--- config.mk ---
export PLATFORM = sky130hd
export DESIGN_NAME = irq_factor_bank
export DESIGN_NICKNAME = d
export VERILOG_FILES = /design/src/rtl/irq_factor_bank.sv
export SDC_FILE = /design/constraint.sdc
export NUM_CORES = 1
export LEC_CHECK = 0
export CAP_MARGIN = 20
export CORE_MARGIN = 10
export CORE_UTILIZATION = 25
export CTS_CLUSTER_SIZE = 28
export DETAILED_ROUTE_END_ITERATION = 8
export MAX_ROUTING_LAYER = met4
export PLACE_DENSITY = 0.44
export SLEW_MARGIN = 20
export SYNTH_ARGS = -nofsm -noshare
export SYNTH_HDL_FRONTEND = slang
export SYNTH_SLANG_ARGS = --single-unit
--- constraint.sdc ---
create_clock -name clk -period 2.7 [get_ports clk]
set_input_delay 0.405 -clock clk [delete_from_list [all_inputs] [get_ports clk]]
set_output_delay 0.405 -clock clk [all_outputs]
set_load 0.03 [all_outputs]
--- src/rtl/irq_factor_bank.sv ---
// irq_factor_bank
// Interrupt factor/mask register bank in the E0C6S46 I/O page (0xF00-0xFFF).
// Each channel has up to 4 factor flags, set by source events and cleared
// when the CPU reads them, and a CPU-writable mask nibble that gates the
// channel's interrupt request.
//
// Ports
//   clk               system clock
//   reset_n           synchronous active-low reset
//   memory_addr       CPU data address (12 bits)
//   memory_write_en   write strobe, one cycle per access
//   memory_write_data write nibble
//   source            event inputs, bit c*WIDTH+i feeds flag i of channel c
//   read_data         registered read nibble for a bank hit
//   read_hit          registered, high when read_data belongs to this bank
//   irq_req           registered per-channel request, |(factor & mask)
//   irq_any           registered OR of all channel requests
module irq_factor_bank #(
    parameter int unsigned CHANNELS    = 6,
    parameter int unsigned WIDTH       = 4,
    parameter logic [7:0]  FACTOR_BASE = 8'h00,
    parameter logic [7:0]  MASK_BASE   = 8'h10,
    parameter bit          EDGE_MODE   = 1'b1
) (
    input  logic                        clk,
    input  logic                        reset_n,
    input  logic [11:0]                 memory_addr,
    input  logic                        memory_write_en,
    input  logic [3:0]                  memory_write_data,
    input  logic [CHANNELS*WIDTH-1:0]   source,
    output logic [3:0]                  read_data,
    output logic                        read_hit,
    output logic [CHANNELS-1:0]         irq_req,
    output logic                        irq_any
);

    localparam int unsigned FLAGS  = CHANNELS * WIDTH;
    localparam int unsigned F_LO   = 32'(FACTOR_BASE);
    localparam int unsigned F_HI   = F_LO + CHANNELS;
    localparam int unsigned M_LO   = 32'(MASK_BASE);
    localparam int unsigned M_HI   = M_LO + CHANNELS;

    // Parameter sanity: legal sizes, ranges inside the page, no overlap.
    if (CHANNELS < 1 || CHANNELS > 16) begin : g_bad_channels
        $error("irq_factor_bank: CHANNELS must be 1..16");
    end
    if (WIDTH < 1 || WIDTH > 4) begin : g_bad_width
        $error("irq_factor_bank: WIDTH must be 1..4");
    end
    if (F_HI > 256 || M_HI > 256) begin : g_bad_range
        $error("irq_factor_bank: register range exceeds I/O page");
    end
    if (F_LO < M_HI && M_LO < F_HI) begin : g_overlap
        $error("irq_factor_bank: factor and mask ranges overlap");
    end

    logic [FLAGS-1:0]                 src_q;
    logic [CHANNELS-1:0][WIDTH-1:0]   factor_q, factor_d;
    logic [CHANNELS-1:0][WIDTH-1:0]   mask_q,   mask_d;
    logic [3:0]                       read_data_q, read_data_d;
    logic                             read_hit_q,  read_hit_d;
    logic [CHANNELS-1:0]              irq_req_q,   irq_req_d;
    logic                             irq_any_q,   irq_any_d;

    logic [CHANNELS-1:0][WIDTH-1:0]   set_flags;
    logic [CHANNELS-1:0][WIDTH-1:0]   clr_flags;
    logic [CHANNELS-1:0]              fac_sel;
    logic [CHANNELS-1:0]              msk_sel;
    logic                             page_hit;

    // Event detection: rising edge against last cycle's source, or raw level.
    always_comb begin
        set_flags = '0;
        if (EDGE_MODE) begin
            set_flags = source & ~src_q;
        end else begin
            set_flags = source;
        end
    end

    // Address decode into one-hot per-channel selects.
    always_comb begin
        fac_sel  = '0;
        msk_sel  = '0;
        page_hit = (memory_addr[11:8] == 4'hF);
        for (int unsigned c = 0; c < CHANNELS; c++) begin
            fac_sel[c] = page_hit && (memory_addr[7:0] == 8'(F_LO + c));
            msk_sel[c] = page_hit && (memory_addr[7:0] == 8'(M_LO + c));
        end
    end

    // Next-state: register access, clear-on-read, flag update and requests.
    always_comb begin
        factor_d    = factor_q;
        mask_d      = mask_q;
        read_data_d = 4'h0;
        read_hit_d  = 1'b0;
        clr_flags   = '0;
        irq_req_d   = '0;
        for (int unsigned c = 0; c < CHANNELS; c++) begin
            if (fac_sel[c] && !memory_write_en) begin
                read_data_d  = read_data_d | 4'(factor_q[c]);
                read_hit_d   = 1'b1;
                clr_flags[c] = '1;
            end
            if (msk_sel[c]) begin
                if (memory_write_en) begin
                    mask_d[c] = memory_write_data[WIDTH-1:0];
                end else begin
                    read_data_d = read_data_d | 4'(mask_q[c]);
                    read_hit_d  = 1'b1;
                end
            end
            irq_req_d[c] = |(factor_q[c] & mask_q[c]);
        end
        // A set arriving with a clear wins so no event is lost.
        factor_d  = (factor_q & ~clr_flags) | set_flags;
        irq_any_d = |irq_req_d;
    end

    // State registers; src_q tracks source during reset to suppress false edges.
    always_ff @(posedge clk) begin
        if (!reset_n) begin
            src_q       <= source;
            factor_q    <= '0;
            mask_q      <= '0;
            read_data_q <= 4'h0;
            read_hit_q  <= 1'b0;
            irq_req_q   <= '0;
            irq_any_q   <= 1'b0;
        end else begin
            src_q       <= source;
            factor_q    <= factor_d;
            mask_q      <= mask_d;
            read_data_q <= read_data_d;
            read_hit_q  <= read_hit_d;
            irq_req_q   <= irq_req_d;
            irq_any_q   <= irq_any_d;
        end
    end

    assign read_data = read_data_q;
    assign read_hit  = read_hit_q;
    assign irq_req   = irq_req_q;
    assign irq_any   = irq_any_q;

endmodule

# --- Yosys cells after proc, flatten, opt, wreduce, memory -nomap -nowiden ---
# Index checks and enable logic that the tools add are counted.
word_totals:
  out_inout_bits: 12
  register_bits: 84
classes:
  n_bitwise: 22
  n_eq_ne: 12
  mux: 42
  reduce_logical: 33
op_table:
  columns: ["cell", "count"]
  rows:
  - ["2-to-1 mux 4 bit", 24]
  - ["bitwise AND 24 bit", 2]
  - ["equality test 8 x 5 -> 1 bit, second input constant", 6]
  - ["inverter 24 bit", 2]
  - ["bitwise OR 4 bit", 11]
  - ["bitwise AND 4 bit", 6]
  - ["bitwise OR 24 bit", 1]
  - ["OR reduction 24 bit", 1]
  - ["OR reduction 4 bit", 6]
  - ["logical AND 1 bit", 18]
  - ["2-to-1 mux 1 bit", 18]
  - ["equality test 8 x 2 -> 1 bit, second input constant", 2]
  - ["equality test 8 x 3 -> 1 bit, second input constant", 2]
  - ["AND reduction 2 bit", 6]
  - ["equality test 8 x 1 -> 1 bit, second input constant", 1]
  - ["logical NOT 8 bit", 1]
  - ["equality test 4 bit, second input constant", 1]
  - ["logical NOT 1 bit", 1]

# --- Depth between registers and ports, before layout ---
depth:
  depth_word: 32
  depth_mapped: 7
  ltp_nobuf: 4

# --- Worst setup path after synthesis ---
# OpenSTA, ideal clock, no wires.
synth_path:
  path_type: "input to register"
  from: "input memory_addr[0]"
  to: "register read_data_q[1], in the netlist read_data[1]"
  path_buffers: 2
  arrival_time_ns: 1.509
  slack_ns: 1.072
  setup_time_ns: 0.120
  t_required_ns: 2.580
  stages: 6
  cell_sequence: "buf_4 > buf_6 > mux4_2 > nand2_1 > a21boi_0 > o31a_1"
synth_via:
  elab_chain_cells: 32
synth_lines:
  columns: ["item", "line", "source"]
  rows:
  - ["start: declaration", "27", "input logic [11:0] memory_addr,"]
  - ["logical NOT 8 bit", "87", "fac_sel[c] = page_hit && (memory_addr[7:0] == 8'(F_LO + c));"]
  - ["logical AND 1 bit", "87", null]
  - ["logical AND 1 bit", "101", "if (fac_sel[c] && !memory_write_en) begin"]
  - ["2-to-1 mux 4 bit", "101", null]
  - ["bitwise OR 4 bit", "110", "read_data_d = read_data_d | 4'(mask_q[c]);"]
  - ["2-to-1 mux 4 bit", "107", "if (memory_write_en) begin"]
  - ["2-to-1 mux 4 bit", "106", "if (msk_sel[c]) begin"]
  - ["bitwise OR 4 bit", "102", "read_data_d = read_data_d | 4'(factor_q[c]);"]
  - ["[... 16 more ...]", null, null]
  - ["bitwise OR 4 bit", "110", null]
  - ["2-to-1 mux 4 bit", "107", null]
  - ["2-to-1 mux 4 bit", "106", null]
  - ["bitwise OR 4 bit", "102", null]
  - ["2-to-1 mux 4 bit", "101", null]
  - ["bitwise OR 4 bit", "110", null]
  - ["2-to-1 mux 4 bit", "107", null]
  - ["2-to-1 mux 4 bit *", "106", null]
  - ["end signal: assignment", "135", "read_data_q <= read_data_d;"]
  - ["end: declaration", "60", "logic [3:0] read_data_q, read_data_d;"]
# Mark *: on every way between the ends. The rest lies on a longest branch, timed or not.
# A chain may end at the register's enable or synchronous reset.

# --- Final worst setup path ---
layout_path:
  from: "input memory_addr[1]"
  to: "register read_data_q[2], in the netlist read_data[2]"
# Same word-level chain as after synthesis.

==> metrics.md <==
| Metric | Value |
|---|---|
| Number of synthesized register bits | 84 |
| Starting density of the core | roughly a quarter |
| CP startpoint kind | input pin |
| Post_cts resized | 0 |
| PwrDens | 615.2 nW/um2 |
| Hold_buf cts | 0 |
| Number of max-cap violations | 0 |
| Setup crit end kind | register |
| DP HPWL | roughly 7100 um |
| Number of synthesized flops with an enable pin | 0 |
| Max-slew violation total from the final report | 0 |
| Clk root buf | clkbuf_16 |
| Ys Warns | 0 |
| Worst-path cell chain | clkdlybuf4s50_1 > nor4b_2 > a22oi_1 > o22a_1 > a2111oi_2 |
| Worst R2R Path Depth | 4 |
| CTS H-tree lvls | 3 |
| Vias in the first global route | 2669 |
| Syn Inst Count | roughly 330 |
| Final Wtd Congestion | 0.8559 |
| Initial DRC count | 125 |
| Pre-CTS WS | 0.1986 ns |
| Nets | 434 |
| Most area-hungry cell type in the Yosys netlist | dfxtp_1 |
| Port buffer count | 54 |
| Mapped Area | 3427 um2 |
| Minimum clock period | 2.148 ns |
| Largest net degree at the start of global routing | 32 |
| Post-DP Area | 4174 um2 |
| Setup CP Type | in2reg |
| Area grow syn2layout | 30.30% |
| Die Span X | 137.1 um |
| IO Count | 55 |
| CTS Sinks | 84 |
| First-pass DRT Iterations | 4 |
| Max_slew headroom | approximately 60% |
| Post-route setup slack | 0.5523 ns |
| Gr ovfl total | 0 |
| Seq/Total Area, Yosys | 49.07% |
| Post-DRT Antenna Nets | 0 |
| Critical path arrival | 2.39 ns |
| Reg clk slew, reported paths | around 0.06 ns |
| Capturing point of the worst reg2reg path | irq_any |
| Setup Buffers After CTS | 0 |
| Post-synth top flop | dfxtp_1 |
| Die H | about 140 um |
| Setup crit end | read_data[2] |
| Final Hold Vio Count | 0 |
| Inserted Clock Buffers | 9 |
| Share of cells above drive strength 1 | around a tenth |
| Hold Path Class | reg2reg |
| Ys async rst share | 0% |
| Antenna diode instance count | 0 |
| Global Route Usage Sum | 10.76% |
| Leakage Power | between 1.5 and 2 nW |
| Setup repair after global routing missed its margin | false |
| Fmax | roughly 470 MHz |
| First-pass GRT wire length | 14940 um |
| # fillers | 1409 |
| Worst-case clock skew | 0.004786 ns |
| Endpoints failing setup | 0 |
| Final WL | 9493 um |
| Clk buf depth | 2 |
| Post-synth top area share | roughly half |
| Worst IR drop on VDD | 0.0002869 V |
| Most common cell in the netlist | dfxtp_1 |
| Core ar. | 13350 um2 |
| Reg2Reg Setup Slack | 1.09 ns |
| Worst reg2reg path startpoint | factor_q[22] |
| DRC viols | 0 |
| Post-Syn Nets | 377 |
| Crit-path max cell delay | 0.68 ns |
| Period utilization | about four fifths |
| Final instance area | 4466 um2 |
| Via/cell ratio | 4.602 |
| Num rows | 42 |
| Routed via count | 2623 |
| Die area | between 15000 and 20000 um2 |
| CP Launch Point | memory_addr[1] |
| DR WL/cell | between 15 and 20 um |
| Status | complete, no violations |
| Clk_lat worst skew | ~0.34 ns |
| Maximum fanout along the worst path | 15 |
| Area contributors post-synth | dfxtp_1 (49%), mux2i_1 (9.6%), nor2b_1 (7.8%) |
| CTS tree | built |
| Slew at the pin closest to its max-slew limit | about 0.60 ns |
| Most frequent cells after synthesis | dfxtp_1 (84), nor2b_1 (43), mux2i_1 (33) |
| Initial antenna violation count | 0 |
| Mean Syn Cell Area | 10.26 um2 |
| CP Data Required Time | 2.94 ns |
| Fin Setup TNS | 0 ns |
| Crit-path slowest cell | clkdlybuf4s50_1 |
| Yosys cell types | between 40 and 50 |
## worst min-delay path by stage
stage,startpoint,to,cells after the start
2_1_floorplan,source[0],src_q[0],0
3_3_place_gp,mask_q[8],mask_q[8],2
3_5_place_dp,mask_q[9],mask_q[9],2
4_1_cts,source[1],src_q[1],1
5_1_grt,source[7],src_q[7],1
6_report,mask_q[9],mask_q[9],2
## registers in the layout, indices dropped and copies added, names as in the netlist
name / cells
factor_q: 24
mask_q: 24
src_q: 24
irq_req: 6
read_data: 4
irq_any: 1
read_hit: 1
## layout make-up
cell class	instances	area [um2]	share of cell area, %
Clock buffer	12	256.5	5.744
Clock inverter	2	35.03	0.7845
Multi-Input combinational cell	231	1648	36.90
Inverter	3	11.26	0.2522
Tap cell	176	220.2	4.931
Timing Repair Buffer	62	613.1	13.73
Sequential cell	84	1682	37.66
## metrics by stage
| step | hold slack (ns) | total power, W | utilization [%] | cells |
|---|---|---|---|---|
| floorplan | 0.4327 | 0.001438 | - | 334 |
| global placement | 0.5050 | 0.001551 | 31.27 | 556 |
| detailed placement | 0.5108 | 0.001554 | 31.27 | 556 |
| CTS | 0.5185 | 0.002787 | 33.46 | 570 |
| global route | 0.5227 | 0.002863 | 33.46 | 570 |
| finish | 0.5220 | 0.002747 | 33.46 | 570 |
## placed cells by master (no fill, tap or decap), types with 2 or more instances in the layout
master and n:
and4bb_2 2, o22ai_1 4, clkbuf_8 2, clkdlybuf4s50_1 54, and2_1 6, o31a_1 2, nand2_1 9, nor2_1 32
inv_1 3, nor3_1 3, clkbuf_16 9, nand4b_1 7, or3b_1 2, a22oi_1 15, and3_1 4, nand4_1 7
dfxtp_1 84, nor2b_1 43, mux4_2 2, nor4_2 2, mux2_2 5, a21oi_1 28, mux2i_1 33, buf_4 7
nor4b_2 2
## report_power, final
group | total, W | switching [W] | internal [W]
combinational | 0.000215 | 0.0000991 | 0.000116
sequential | 0.00131 | 0.0000259 | 0.00128
clock | 0.00122 | 0.000467 | 0.000755
total | 0.00275 | 0.000592 | 0.00215
## per-layer routing
metal | part of all wire, % | wire (um) | GRT usage [%]
met5 | 0 | 0 | -
met4 | 1.8 | 175 | 4.333
met3 | 4.7 | 450 | 3.043
met2 | 42 | 3959 | 14.92
met1 | 52 | 4908 | 14.34
## worst max-delay path, delay by kind of cell
kind	cells	cell delay, ns
buffers and inverters	1	0.68
AND/OR/NAND/NOR	1	0.55
AO/OA/AOI/OAI	3	0.75
## cell families (layout without fill, tap and decap cells)
family	count (synthesis)	in the layout	synth area share [%]
multiplexers	41	41	12.92
AO/OA/AOI/OAI	60	60	11.43
flip-flops	84	84	49.07
buffers and inverters	19	79	2.847
AND/OR/NAND/NOR	130	130	23.73
Note: power is estimated with default switching activity, not from simulation.
